==> src/rtl/exu_alu_muldiv_pkg.sv <==
// exu_alu_muldiv_pkg: shared widths, op and state encodings for the iterative multiplier
`ifndef EXU_ALU_MULDIV_DEFS
`define EXU_ALU_MULDIV_DEFS
`define XLEN 32
`define ALU_ADDER_WIDTH `XLEN
`endif

package exu_alu_muldiv_pkg;
   typedef enum logic [1:0] {
      MULDIV_OP_MUL    = 2'b00,
      MULDIV_OP_MULH   = 2'b01,
      MULDIV_OP_MULHSU = 2'b10,
      MULDIV_OP_MULHU  = 2'b11
   } muldiv_op_e;
   typedef enum logic [1:0] {
      MULDIV_ST_IDLE = 2'b00,
      MULDIV_ST_CALC = 2'b01,
      MULDIV_ST_FIX  = 2'b10,
      MULDIV_ST_DONE = 2'b11
   } muldiv_st_e;
   function automatic logic rs1_signed(input muldiv_op_e op);
      return op == MULDIV_OP_MULH || op == MULDIV_OP_MULHSU;
   endfunction
endpackage

==> src/rtl/exu_alu_muldiv_if.sv <==
// exu_alu_muldiv_if: issue and writeback handshakes of the multiplier
interface exu_alu_muldiv_if
   import exu_alu_muldiv_pkg::*;
#(parameter int XLEN = `XLEN);
   logic            i_valid;
   logic            i_ready;
   muldiv_op_e      i_op;
   logic [XLEN-1:0] i_rs1;
   logic [XLEN-1:0] i_rs2;
   logic            i_flush;
   logic            o_valid;
   logic            o_ready;
   logic [XLEN-1:0] o_wdat;
   modport master (output i_valid, i_op, i_rs1, i_rs2, i_flush, o_ready,
                   input  i_ready, o_valid, o_wdat);
   modport slave  (input  i_valid, i_op, i_rs1, i_rs2, i_flush, o_ready,
                   output i_ready, o_valid, o_wdat);
endinterface

==> src/rtl/exu_alu_muldiv_abs.sv <==
// muldiv_abs: combinational conditional two's-complement negate
module muldiv_abs #(parameter int W = 32) (
   input  logic [W-1:0] i_a,
   input  logic         i_neg,
   output logic [W-1:0] o_y
);
   assign o_y = i_neg ? -i_a : i_a;
endmodule

==> src/rtl/exu_alu_muldiv.sv <==
// exu_alu_muldiv: shift-add RV32M multiplier borrowing the shared ALU adder each step
// MULDIV_EARLY_OUT_EN: skip the remaining iterations once the multiplier bits left are zero
module exu_alu_muldiv
   import exu_alu_muldiv_pkg::*;
#(
   parameter int XLEN  = `XLEN,
   parameter int CNT_W = 6
) (
   input  logic            clk,
   input  logic            rst,
   exu_alu_muldiv_if.slave io,
   output logic            muldiv_req_alu,
   output logic            muldiv_req_alu_add,
   output logic [XLEN-1:0] muldiv_req_alu_op1,
   output logic [XLEN-1:0] muldiv_req_alu_op2,
   input  logic            muldiv_req_alu_gnt,
   input  logic [XLEN-1:0] muldiv_req_alu_add_res
);
   muldiv_st_e        r_st;
   muldiv_op_e        r_op;
   logic [XLEN-1:0]   r_mcand;
   logic [XLEN-1:0]   r_wdat;
   logic [2*XLEN-1:0] r_prod;
   logic [CNT_W-1:0]  r_cnt;
   logic              r_neg;
   logic              w_s1neg, w_s2neg, w_carry, w_step;
   logic [XLEN-1:0]   w_mcand, w_mplier, w_hi;
   logic [2*XLEN-1:0] w_fix, w_next;
   assign w_s1neg = rs1_signed(io.i_op) && io.i_rs1[XLEN-1];
   assign w_s2neg = io.i_op == MULDIV_OP_MULH && io.i_rs2[XLEN-1];
   muldiv_abs #(.W(XLEN))   u_abs_rs1 (.i_a(io.i_rs1), .i_neg(w_s1neg), .o_y(w_mcand));
   muldiv_abs #(.W(XLEN))   u_abs_rs2 (.i_a(io.i_rs2), .i_neg(w_s2neg), .o_y(w_mplier));
   muldiv_abs #(.W(2*XLEN)) u_abs_fix (.i_a(r_prod),   .i_neg(r_neg),   .o_y(w_fix));
   // Only the low XLEN sum bits come back, so the carry is recovered by wrap detection
   assign w_hi    = r_prod[2*XLEN-1:XLEN];
   assign w_carry = muldiv_req_alu_add_res < w_hi;
   assign w_step  = !r_prod[0] || muldiv_req_alu_gnt;
   assign w_next  = r_prod[0] ? {w_carry, muldiv_req_alu_add_res, r_prod[XLEN-1:1]} : r_prod >> 1;
`ifdef MULDIV_EARLY_OUT_EN
   logic             w_early;
   logic [CNT_W-1:0] w_sh;
   assign w_early = (r_prod[XLEN-1:0] & ({XLEN{1'b1}} >> r_cnt)) == '0;
   assign w_sh    = CNT_W'(XLEN) - r_cnt;
`endif
   always_ff @(posedge clk) begin
      if (rst) begin
         r_st    <= MULDIV_ST_IDLE;
         r_op    <= MULDIV_OP_MUL;
         r_mcand <= '0;
         r_wdat  <= '0;
         r_prod  <= '0;
         r_cnt   <= '0;
         r_neg   <= 1'b0;
      end else if (io.i_flush) begin
         r_st   <= MULDIV_ST_IDLE;
         r_prod <= '0;
         r_cnt  <= '0;
      end else begin
         case (r_st)
            MULDIV_ST_IDLE: if (io.i_valid) begin
               r_st    <= MULDIV_ST_CALC;
               r_op    <= io.i_op;
               r_mcand <= w_mcand;
               r_neg   <= w_s1neg ^ w_s2neg;
               r_prod  <= {{XLEN{1'b0}}, w_mplier};
               r_cnt   <= '0;
            end
            MULDIV_ST_CALC: begin
`ifdef MULDIV_EARLY_OUT_EN
               if (w_early) begin
                  r_prod <= r_prod >> w_sh;
                  r_st   <= MULDIV_ST_FIX;
               end else
`endif
               if (w_step) begin
                  r_prod <= w_next;
                  r_cnt  <= r_cnt + 1'b1;
                  if (r_cnt == CNT_W'(XLEN-1)) r_st <= MULDIV_ST_FIX;
               end
            end
            MULDIV_ST_FIX: begin
               r_prod <= w_fix;
               r_wdat <= r_op == MULDIV_OP_MUL ? w_fix[XLEN-1:0] : w_fix[2*XLEN-1:XLEN];
               r_st   <= MULDIV_ST_DONE;
            end
            default: if (io.o_ready) r_st <= MULDIV_ST_IDLE;
         endcase
      end
   end
   assign io.i_ready         = r_st == MULDIV_ST_IDLE;
   assign io.o_valid         = r_st == MULDIV_ST_DONE;
   assign io.o_wdat          = r_wdat;
   assign muldiv_req_alu     = r_st == MULDIV_ST_CALC && r_prod[0];
   assign muldiv_req_alu_add = muldiv_req_alu;
   assign muldiv_req_alu_op1 = w_hi;
   assign muldiv_req_alu_op2 = r_mcand;
endmodule

==> src/flat_wrapper.sv <==
// flat-port wrapper written by rule: the top's interface ports become plain ports
module exu_alu_muldiv_flat import exu_alu_muldiv_pkg::*;
#(
   parameter int XLEN  = `XLEN,
   parameter int CNT_W = 6
)
  (clk, rst, muldiv_req_alu, muldiv_req_alu_add, muldiv_req_alu_op1, muldiv_req_alu_op2, muldiv_req_alu_gnt, muldiv_req_alu_add_res, io_i_valid, io_i_op, io_i_rs1, io_i_rs2, io_i_flush, io_o_ready, io_i_ready, io_o_valid, io_o_wdat);
  exu_alu_muldiv_if #(.XLEN(XLEN)) io_i ();
  input  logic clk;
  input  logic rst;
  output logic muldiv_req_alu;
  output logic muldiv_req_alu_add;
  output logic [XLEN-1:0] muldiv_req_alu_op1;
  output logic [XLEN-1:0] muldiv_req_alu_op2;
  input  logic muldiv_req_alu_gnt;
  input  logic [XLEN-1:0] muldiv_req_alu_add_res;
  input wire logic [$bits(io_i.i_valid)-1:0] io_i_valid;
  input wire logic [$bits(io_i.i_op)-1:0] io_i_op;
  input wire logic [$bits(io_i.i_rs1)-1:0] io_i_rs1;
  input wire logic [$bits(io_i.i_rs2)-1:0] io_i_rs2;
  input wire logic [$bits(io_i.i_flush)-1:0] io_i_flush;
  input wire logic [$bits(io_i.o_ready)-1:0] io_o_ready;
  output wire logic [$bits(io_i.i_ready)-1:0] io_i_ready;
  output wire logic [$bits(io_i.o_valid)-1:0] io_o_valid;
  output wire logic [$bits(io_i.o_wdat)-1:0] io_o_wdat;
  assign io_i.i_valid = io_i_valid;
  assign io_i.i_op = io_i_op;
  assign io_i.i_rs1 = io_i_rs1;
  assign io_i.i_rs2 = io_i_rs2;
  assign io_i.i_flush = io_i_flush;
  assign io_i.o_ready = io_o_ready;
  assign io_i_ready = io_i.i_ready;
  assign io_o_valid = io_i.o_valid;
  assign io_o_wdat = io_i.o_wdat;
  exu_alu_muldiv #(.XLEN(XLEN), .CNT_W(CNT_W)) u_core (.clk(clk), .rst(rst), .io(io_i), .muldiv_req_alu(muldiv_req_alu), .muldiv_req_alu_add(muldiv_req_alu_add), .muldiv_req_alu_op1(muldiv_req_alu_op1), .muldiv_req_alu_op2(muldiv_req_alu_op2), .muldiv_req_alu_gnt(muldiv_req_alu_gnt), .muldiv_req_alu_add_res(muldiv_req_alu_add_res));
endmodule
==> config.mk <==
export PLATFORM = sky130hd
export DESIGN_NAME = exu_alu_muldiv_flat
export DESIGN_NICKNAME = d
export VERILOG_FILES = /design/src/rtl/exu_alu_muldiv_pkg.sv /design/src/rtl/exu_alu_muldiv_if.sv /design/src/rtl/exu_alu_muldiv_abs.sv /design/src/rtl/exu_alu_muldiv.sv /design/src/flat_wrapper.sv
export SDC_FILE = /design/constraint.sdc
export NUM_CORES = 1
export LEC_CHECK = 0
export CAP_MARGIN = 20
export CORE_MARGIN = 1.5
export CORE_UTILIZATION = 50
export CTS_BUF_LIST = sky130_fd_sc_hd__clkbuf_4 sky130_fd_sc_hd__clkbuf_8
export DETAILED_ROUTE_END_ITERATION = 16
export HOLD_SLACK_MARGIN = 0.1
export PLACE_DENSITY = 0.77
export SETUP_SLACK_MARGIN = 0.4
export SLEW_MARGIN = 25
export SYNTH_ARGS = -nofsm -noshare
export SYNTH_HDL_FRONTEND = slang
export SYNTH_HIERARCHICAL = 1
export SYNTH_SLANG_ARGS = --single-unit
==> constraint.sdc <==
create_clock -name clk -period 5.1 [get_ports clk]
set_clock_uncertainty 0.2 [all_clocks]
set_input_delay 1.275 -clock clk [delete_from_list [all_inputs] [get_ports clk]]
set_output_delay 1.275 -clock clk [all_outputs]
set_load 0.03 [all_outputs]
==> results of run 1 <==
==> logic make-up after synthesis <==
group,count (synthesis),synth area share
compound gates,432,0.279
fa+ha+maj,40,0.0477
xor+xnor,125,0.104
mux,2,0.00215
flops,139,0.265
simple gates,491,0.219
buf+inv,190,0.0834
==> critical path: stages, from the launching register on <==
cell and delay [ps]:
dfxtp_1 370, or4_1 630, nor4_2 520, nand4b_2 590, o41ai_1 590, xnor2_1 200
o21ai_0 260, a311oi_1 340
==> metal layers <==
metal	global-route usage	up-vias	part of all wire
met5	0	-	0
met1	0.379	5178	0.41
met3	0.0765	71	0.097
met2	0.483	545	0.46
met4	0.122	0	0.033
li1	-	5304	-
==> registers in the layout, indices dropped and copies added, names as in the netlist <==
register	count
u_core/muldiv_req_alu_op2	32
u_core/r_st	2
u_core/r_op	2
u_core/r_cnt	6
u_core/io.o_wdat	32
u_core/r_neg	1
u_core/r_prod	64
==> area by class of cell <==
type | count | share of cell area
clock inverter | 15 | 0.0152
multi-input combinational | 1090 | 0.537
inverter | 49 | 0.0144
timing repair buffer | 224 | 0.171
tap | 270 | 0.0264
clock buffer | 17 | 0.0183
sequential | 139 | 0.218
==> stage by stage <==
stage / total power, mW / instance area [sq um] / setup WS (ps) / cells
2_1_floorplan: 1.68 / 10500 / 1660 / 1419
3_3_place_gp: 1.95 / 12300 / 1040 / 1771
3_5_place_dp: 1.96 / 12300 / 976 / 1771
4_1_cts: 2.94 / 12800 / 1430 / 1803
5_1_grt: 3.07 / 12800 / 1140 / 1804
6_report: 2.94 / 12800 / 1300 / 1804
==> where the power goes <==
| part | internal [mW] | switching [mW] |
|---|---|---|
| registers | 1.12 | 0.0409 |
| logic | 0.313 | 0.483 |
| clock network | 0.464 | 0.524 |
==> worst max path at each step <==
stage	start	to	slack (ps)	cells after the start
6_report	u_core/r_prod[5]$_SDFFE_PP0P_	u_core/io.o_wdat[19]$_SDFFE_PP0P_	1300	7
5_1_grt	u_core/r_prod[5]$_SDFFE_PP0P_	u_core/io.o_wdat[19]$_SDFFE_PP0P_	1140	7
4_1_cts	u_core/r_prod[5]$_SDFFE_PP0P_	u_core/io.o_wdat[19]$_SDFFE_PP0P_	1430	7
3_5_place_dp	io_i_rs2[0]	u_core/r_prod[14]$_SDFFE_PP0P_	980	9
3_3_place_gp	io_i_rs2[14]	u_core/r_prod[31]$_SDFFE_PP0P_	1040	9
2_1_floorplan	io_i_rs2[14]	u_core/r_prod[30]$_SDFFE_PP0P_	1660	7
==> placed cells by master, fill, tap and decap left out, types with 3 or more instances in the layout <==
| cell | Yosys | routed |
|---|---|---|
| nand4_1 | 11 | 11 |
| inv_8 | 0 | 6 |
| a311oi_1 | 32 | 32 |
| xnor2_1 | 121 | 121 |
| o311ai_1 | 3 | 3 |
| nand2_1 | 273 | 273 |
| dfxtp_1 | 139 | 137 |
| a22oi_1 | 32 | 32 |
| o41ai_1 | 33 | 33 |
| ha_1 | 40 | 37 |
| or4_1 | 20 | 20 |
| or3_1 | 15 | 15 |
| o21ai_0 | 95 | 95 |
| nor3_1 | 8 | 8 |
| a211oi_1 | 5 | 5 |
| xor2_1 | 4 | 4 |
| nor2_1 | 59 | 57 |
| a22o_1 | 31 | 31 |
| or4b_1 | 3 | 3 |
| o41ai_2 | 7 | 7 |
| o211ai_1 | 32 | 32 |
| buf_4 | 36 | 20 |
| nor4_1 | 12 | 12 |
| nand2b_1 | 12 | 12 |
| ha_2 | 0 | 3 |
| or2_2 | 6 | 7 |
| clkdlybuf4s50_1 | 0 | 202 |
| nand3_1 | 41 | 41 |
| clkbuf_8 | 0 | 17 |
| o31ai_1 | 37 | 37 |
| inv_6 | 0 | 4 |
| a21oi_1 | 112 | 112 |
| or4_4 | 7 | 7 |
| inv_1 | 49 | 49 |
| a21o_1 | 3 | 3 |
| nand3b_1 | 4 | 4 |
==> results.py, run 1 <==
metrics = {
    "grt": {
        "overflow": 0,
        "grt_pass1_vias": 10067,
        "antenna_found_initial": 0,
        "grt_max_degree": 70,
        "grt.total_usage": 0.299,
        "grt_pass1_wl_mm": 52.6,
    },
    "worst_setup_path": {
        "r2r_setup_slack_ps": 1300,
        "endpoint_kind": "flop",
        "path_max_fanout": 17,
        "r2r-start": "u_core/r_prod[5]$_SDFFE_PP0P_",
        "worst_setup_path_start_kind": "flop",
        "arrival_ps": 3970,
        "worst-r2r-cell-count": 7,
        "crit_type": "flop to flop",
        "r2r_end": "u_core/io.o_wdat[19]$_SDFFE_PP0P_",
        "required_ps": 5270,
    },
    "timing": {
        "hold_slack_ps": 256,
        "period_needed_ps": 3800,
        "grt_setup_unrepaired": "no",
        "final.setup.tns_ps": 0,
        "slew_viol_final": 0,
        "hold_viol": 0,
        "slew_headroom": 0.400,
        "setup_viol": 0,
        "period_share": 0.745,
        "tightest_slew_ps": 888,
        "timing.fmax_mhz": 263,
    },
    "die": {
        "initial_core_util": 0.514,
        "io_pins": 204,
        "die_area_sq_um": 21900,
        "die_w_um": 148,
        "fp.dieH_um": 148,
        "core_area_sq_um": 20400,
        "row_count": 52,
    },
    "clock_network": {
        "post_cts_resized": 0,
        "clockRootBuffer": "clkbuf_8",
        "cts_buffer_depth": 2,
        "htreeDepth": 4,
        "cts_setup_buffers": 0,
        "ctsHoldBuffers": 0,
        "clock_latency_ps": 470,
        "numCtsBuffers": 17,
        "clk_pin_slew_worst_paths_ps": 90,
        "cts_tree": "yes",
        "cts_num_sinks": 139,
    },
    "flow_run": {
        "cap_violations": 0,
    },
    "hold_path": {
        "hold_path.class": "flop to flop",
        "hold_end": "u_core/muldiv_req_alu_op2[31]$_SDFFE_PP0P_",
        "hp-start": "u_core/muldiv_req_alu_op2[31]$_SDFFE_PP0P_",
        "hold-path-cell-count": 2,
    },
    "route": {
        "routed_wirelength_mm": 33.3,
        "drtIter0Drc": 938,
        "routed_via_density": 6.15,
        "num_vias": 11098,
        "drt-pass1-iter-count": 7,
        "drc": 0,
        "wire_per_inst_um": 18.5,
        "antenna_left": 0,
    },
    "outcome": {
        "status": "complete, no violations",
    },
    "synthesis": {
        "syn_inst": 1419,
        "yosys.area.top_type": "dfxtp_1",
        "synth_top_cell_area_share": 0.265,
        "async_reset_ff_frac": 0,
        "synth_edf_count": 0,
        "yosys_warnings": 6,
        "ys_top_cells_by_count": "273 x nand2_1, 139 x dfxtp_1, 121 x xnor2_1",
        "synth_seq_cells": 139,
        "syn_area_sq_um": 10500,
        "synth.most_common_cell": "nand2_1",
        "synth_cell_types": 57,
        "syn_nets": 1563,
        "netlist_top_cells_area": "dfxtp_1 27%, xnor2_1 10%, nand2_1 9.8%, a21oi_1 5.3%, ha_1 4.8%",
        "syn_avg_cell_area_sq_um": 7.39,
        "synthFlopType": "dfxtp_1",
        "yosysSeqAreaShare": 0.265,
    },
    "finish": {
        "multi_input_area_sq_um": 6860,
        "fin_util": 0.626,
        "area_growth_syn_to_layout_pct": 21.9,
        "drive_above_1_share": 0.0600,
        "fin_nets": 1665,
        "regArea_sq_um": 2790,
        "fillerInstances": 1886,
        "diodes": 0,
    },
    "power": {
        "power_density_nw_per_um2": 230,
        "ir_drop_mv": 0.185,
        "power_leakage_nw": 3.99,
    },
    "placed_design": {
        "port_buffers": 203,
        "gp_congestion": 0.947,
        "dpl.hpwl_mm": 23.7,
    },
}
Note: power is estimated with default switching activity, not from simulation.
==> run 2, diff against run 1 <==
- CORE_UTILIZATION: 50 -> 49
- PLACE_DENSITY: 0.77 -> 0.79
- clock period: 5.1 -> 3.07 ns (I/O delays scaled with it)
==> run 2 against run 1 <==
Setup slack worse by 1500 ps. Sequential share of layout area shrank 3.9 points. Global-route usage rose by 3.3 points. Combinational power grew to 2.5 times the previous value. Non-clock buffer count up 167. Via count is 15% higher. Flip-flop and latch count stayed put. Critical path depth increased by 4. Clock power grew 72%. Core utilization rose by 12 points. Design area grew 22%. The run now ends with negative setup slack left. Register-to-register slack worse by 1500 ps.
==> results.py, run 2 (synthesized netlist as in run 1, its figures left out) <==
metrics = {
    "outcome": {
        "status": "complete, but fails checks",
        "violations": "negative setup slack",
    },
    "grt": {
        "grt_max_degree": 99,
        "grt_pass1_vias": 11352,
        "grt_pass1_wl_mm": 59.3,
        "grt.total_usage": 0.332,
        "antenna_found_initial": 0,
        "overflow": 0,
    },
    "worst_setup_path": {
        "r2r_end": "u_core/r_prod[53]$_SDFFE_PP0P_",
        "required_ps": 3260,
        "critPathLaunch": "u_core/r_prod[4]$_SDFFE_PP0P_",
        "path_max_fanout": 6,
        "arrival_ps": 3510,
        "r2r_setup_slack_ps": -250,
        "worst_setup_path_start_kind": "flop",
        "crit_type": "flop to flop",
        "crit_end": "u_core/r_prod[53]$_SDFFE_PP0P_",
        "cpPeakStageDelay_ps": 590,
        "r2r-start": "u_core/r_prod[4]$_SDFFE_PP0P_",
        "endpoint_kind": "flop",
        "crit_path_frequent_cell": "buf_4",
        "slowest_stage": "or4_4",
        "path_cells": "or4_4 > buf_12 > nor4_4 > buf_4 > nand4b_4 > buf_4 > o41ai_2 > xnor2_1 > a22o_1 > nand3_1 > a21oi_1",
        "worst-r2r-cell-count": 11,
    },
    "power": {
        "ir_drop_mv": 0.299,
        "power_density_nw_per_um2": 362,
        "power_leakage_nw": 5.74,
    },
    "finish": {
        "drive_above_1_share": 0.253,
        "fin_util": 0.744,
        "mostFrequentLayoutCells": "265 x nand2_1, 158 x buf_4, 151 x clkdlybuf4s50_1, 129 x dfxtp_1, 111 x a21oi_1",
        "diodes": 0,
        "final_cell_area_sq_um": 15600,
        "area_growth_syn_to_layout_pct": 49.1,
        "largest_reg_flops": 64,
        "fin_nets": 1833,
        "regMostFlops": "u_core/r_prod",
        "layout_commonest_cell": "nand2_1",
    },
    "route": {
        "drtIter0Drc": 1598,
        "drc": 0,
        "num_vias": 12814,
        "wire_per_inst_um": 21.4,
        "antenna_left": 0,
        "routed_wirelength_mm": 42.2,
        "drt-pass1-iter-count": 7,
        "routed_via_density": 6.48,
    },
    "flow_run": {
        "cap_violations": 0,
    },
    "die": {
        "core_area_sq_um": 21000,
        "io_pins": 204,
        "die_w_um": 149,
        "row_count": 53,
        "initial_core_util": 0.499,
        "die_area_sq_um": 22300,
        "fp.dieH_um": 149,
    },
    "clock_network": {
        "numCtsBuffers": 17,
        "clk_pin_slew_worst_paths_ps": 100,
        "htreeDepth": 4,
        "cts_num_sinks": 139,
        "cts_buffer_depth": 2,
        "cts_tree": "yes",
        "clock_latency_ps": 470,
        "clockRootBuffer": "clkbuf_8",
    },
    "placed_design": {
        "port_buffers": 203,
        "gp_congestion": 0.944,
        "placed_cell_area_sq_um": 13600,
        "dpl.hpwl_mm": 25.4,
        "preCtsSetupSlack_ps": -380,
    },
    "hold_path": {
        "hold_path.class": "flop to flop",
    },
    "timing": {
        "period_needed_ps": 3320,
        "setup_slack_ps": -250,
        "tightest_slew_ps": 844,
        "slew_viol_final": 0,
        "setup_viol": 41,
        "slew_headroom": 0.437,
        "grt_setup_unrepaired": "yes",
        "hold_viol": 0,
        "period_share": 1.08,
        "timing.fmax_mhz": 301,
    },
}
[run 2: changes by cell type in the layout (fill, tap and decap cells not counted), moves of 25 or more]
cell	change
buf_4	+138
clkdlybuf4s50_1	-51
o21ai_0	-43
xnor2_1	-35
xnor2_2	+34
o41ai_1	-25
[run 2: worst min path at each step]
stage | depth (start not counted) | startpoint | slack (ps) | endpoint
2_1_floorplan | 2 | u_core/r_cnt[1]$_SDFFE_PP0P_ | 260 | u_core/r_cnt[1]$_SDFFE_PP0P_
3_3_place_gp | 2 | u_core/muldiv_req_alu_op2[20]$_SDFFE_PP0P_ | 240 | u_core/muldiv_req_alu_op2[20]$_SDFFE_PP0P_
3_5_place_dp | 2 | u_core/muldiv_req_alu_op2[20]$_SDFFE_PP0P_ | 250 | u_core/muldiv_req_alu_op2[20]$_SDFFE_PP0P_
4_1_cts | 2 | u_core/muldiv_req_alu_op2[20]$_SDFFE_PP0P_ | 260 | u_core/muldiv_req_alu_op2[20]$_SDFFE_PP0P_
5_1_grt | 2 | u_core/muldiv_req_alu_op2[3]$_SDFFE_PP0P_ | 280 | u_core/muldiv_req_alu_op2[3]$_SDFFE_PP0P_
6_report | 2 | u_core/muldiv_req_alu_op2[20]$_SDFFE_PP0P_ | 260 | u_core/muldiv_req_alu_op2[20]$_SDFFE_PP0P_
[run 2: layer usage]
layer | global-route usage | vias to the layer above | share of wire
met2 | 0.545 | 966 | 0.46
met5 | 0 | - | 0
li1 | - | 5639 | -
met4 | 0.150 | 0 | 0.065
met3 | 0.0859 | 270 | 0.12
met1 | 0.408 | 5939 | 0.36
[run 2: cell type report]
class / instances / area [sq um]
tap: 275 / 344
inverter: 49 / 184
fill: 1426 / 5380
sequential: 139 / 2800
multi-input combinational: 1091 / 8220
clock inverter: 15 / 200
clock buffer: 17 / 234
timing repair buffer: 391 / 3660
[run 2: critical path: cells and delay by family (launching register included)]
family	cells	cell delay, ps
xor gates and xnor gates	1	260
and+or+nand+nor	4	1170
AOI/OAI and AO/OA	3	720
DFF	1	320
buffers and inverters	3	580
[run 2: report_power, final]
group	switching, mW	leakage (nW)	total [mW]	internal [mW]
clock	0.867	0.214	1.70	0.836
sequential	0.0715	1.13	1.93	1.86
combinational	1.13	4.40	2.02	0.889
total	2.07	5.74	5.66	3.59
[run 2: per-stage QoR]
stage / instances / hold slack (ps) / total power [mW] / setup TNS (ps)
2_1_floorplan: 1419 / 258 / 2.84 / 0
3_3_place_gp: 1906 / 242 / 3.44 / -4690
3_5_place_dp: 1906 / 248 / 3.47 / -5750
4_1_cts: 1963 / 260 / 5.37 / 0
5_1_grt: 1977 / 283 / 5.85 / -5790
6_report: 1977 / 259 / 5.66 / -3260
[run 2: what timing repair did]
| item | in CTS | in global routing |
|---|---|---|
| pin swaps | 135 | 105 |
| endpoints found under the hold margin | 0 | 0 |
| endpoints found under the setup margin | 94 | 115 |
| gates cloned | 2 | 0 |
| setup buffers | 23 | 14 |
| hold buffers | 0 | 0 |
| gates resized for setup | 212 | 123 |
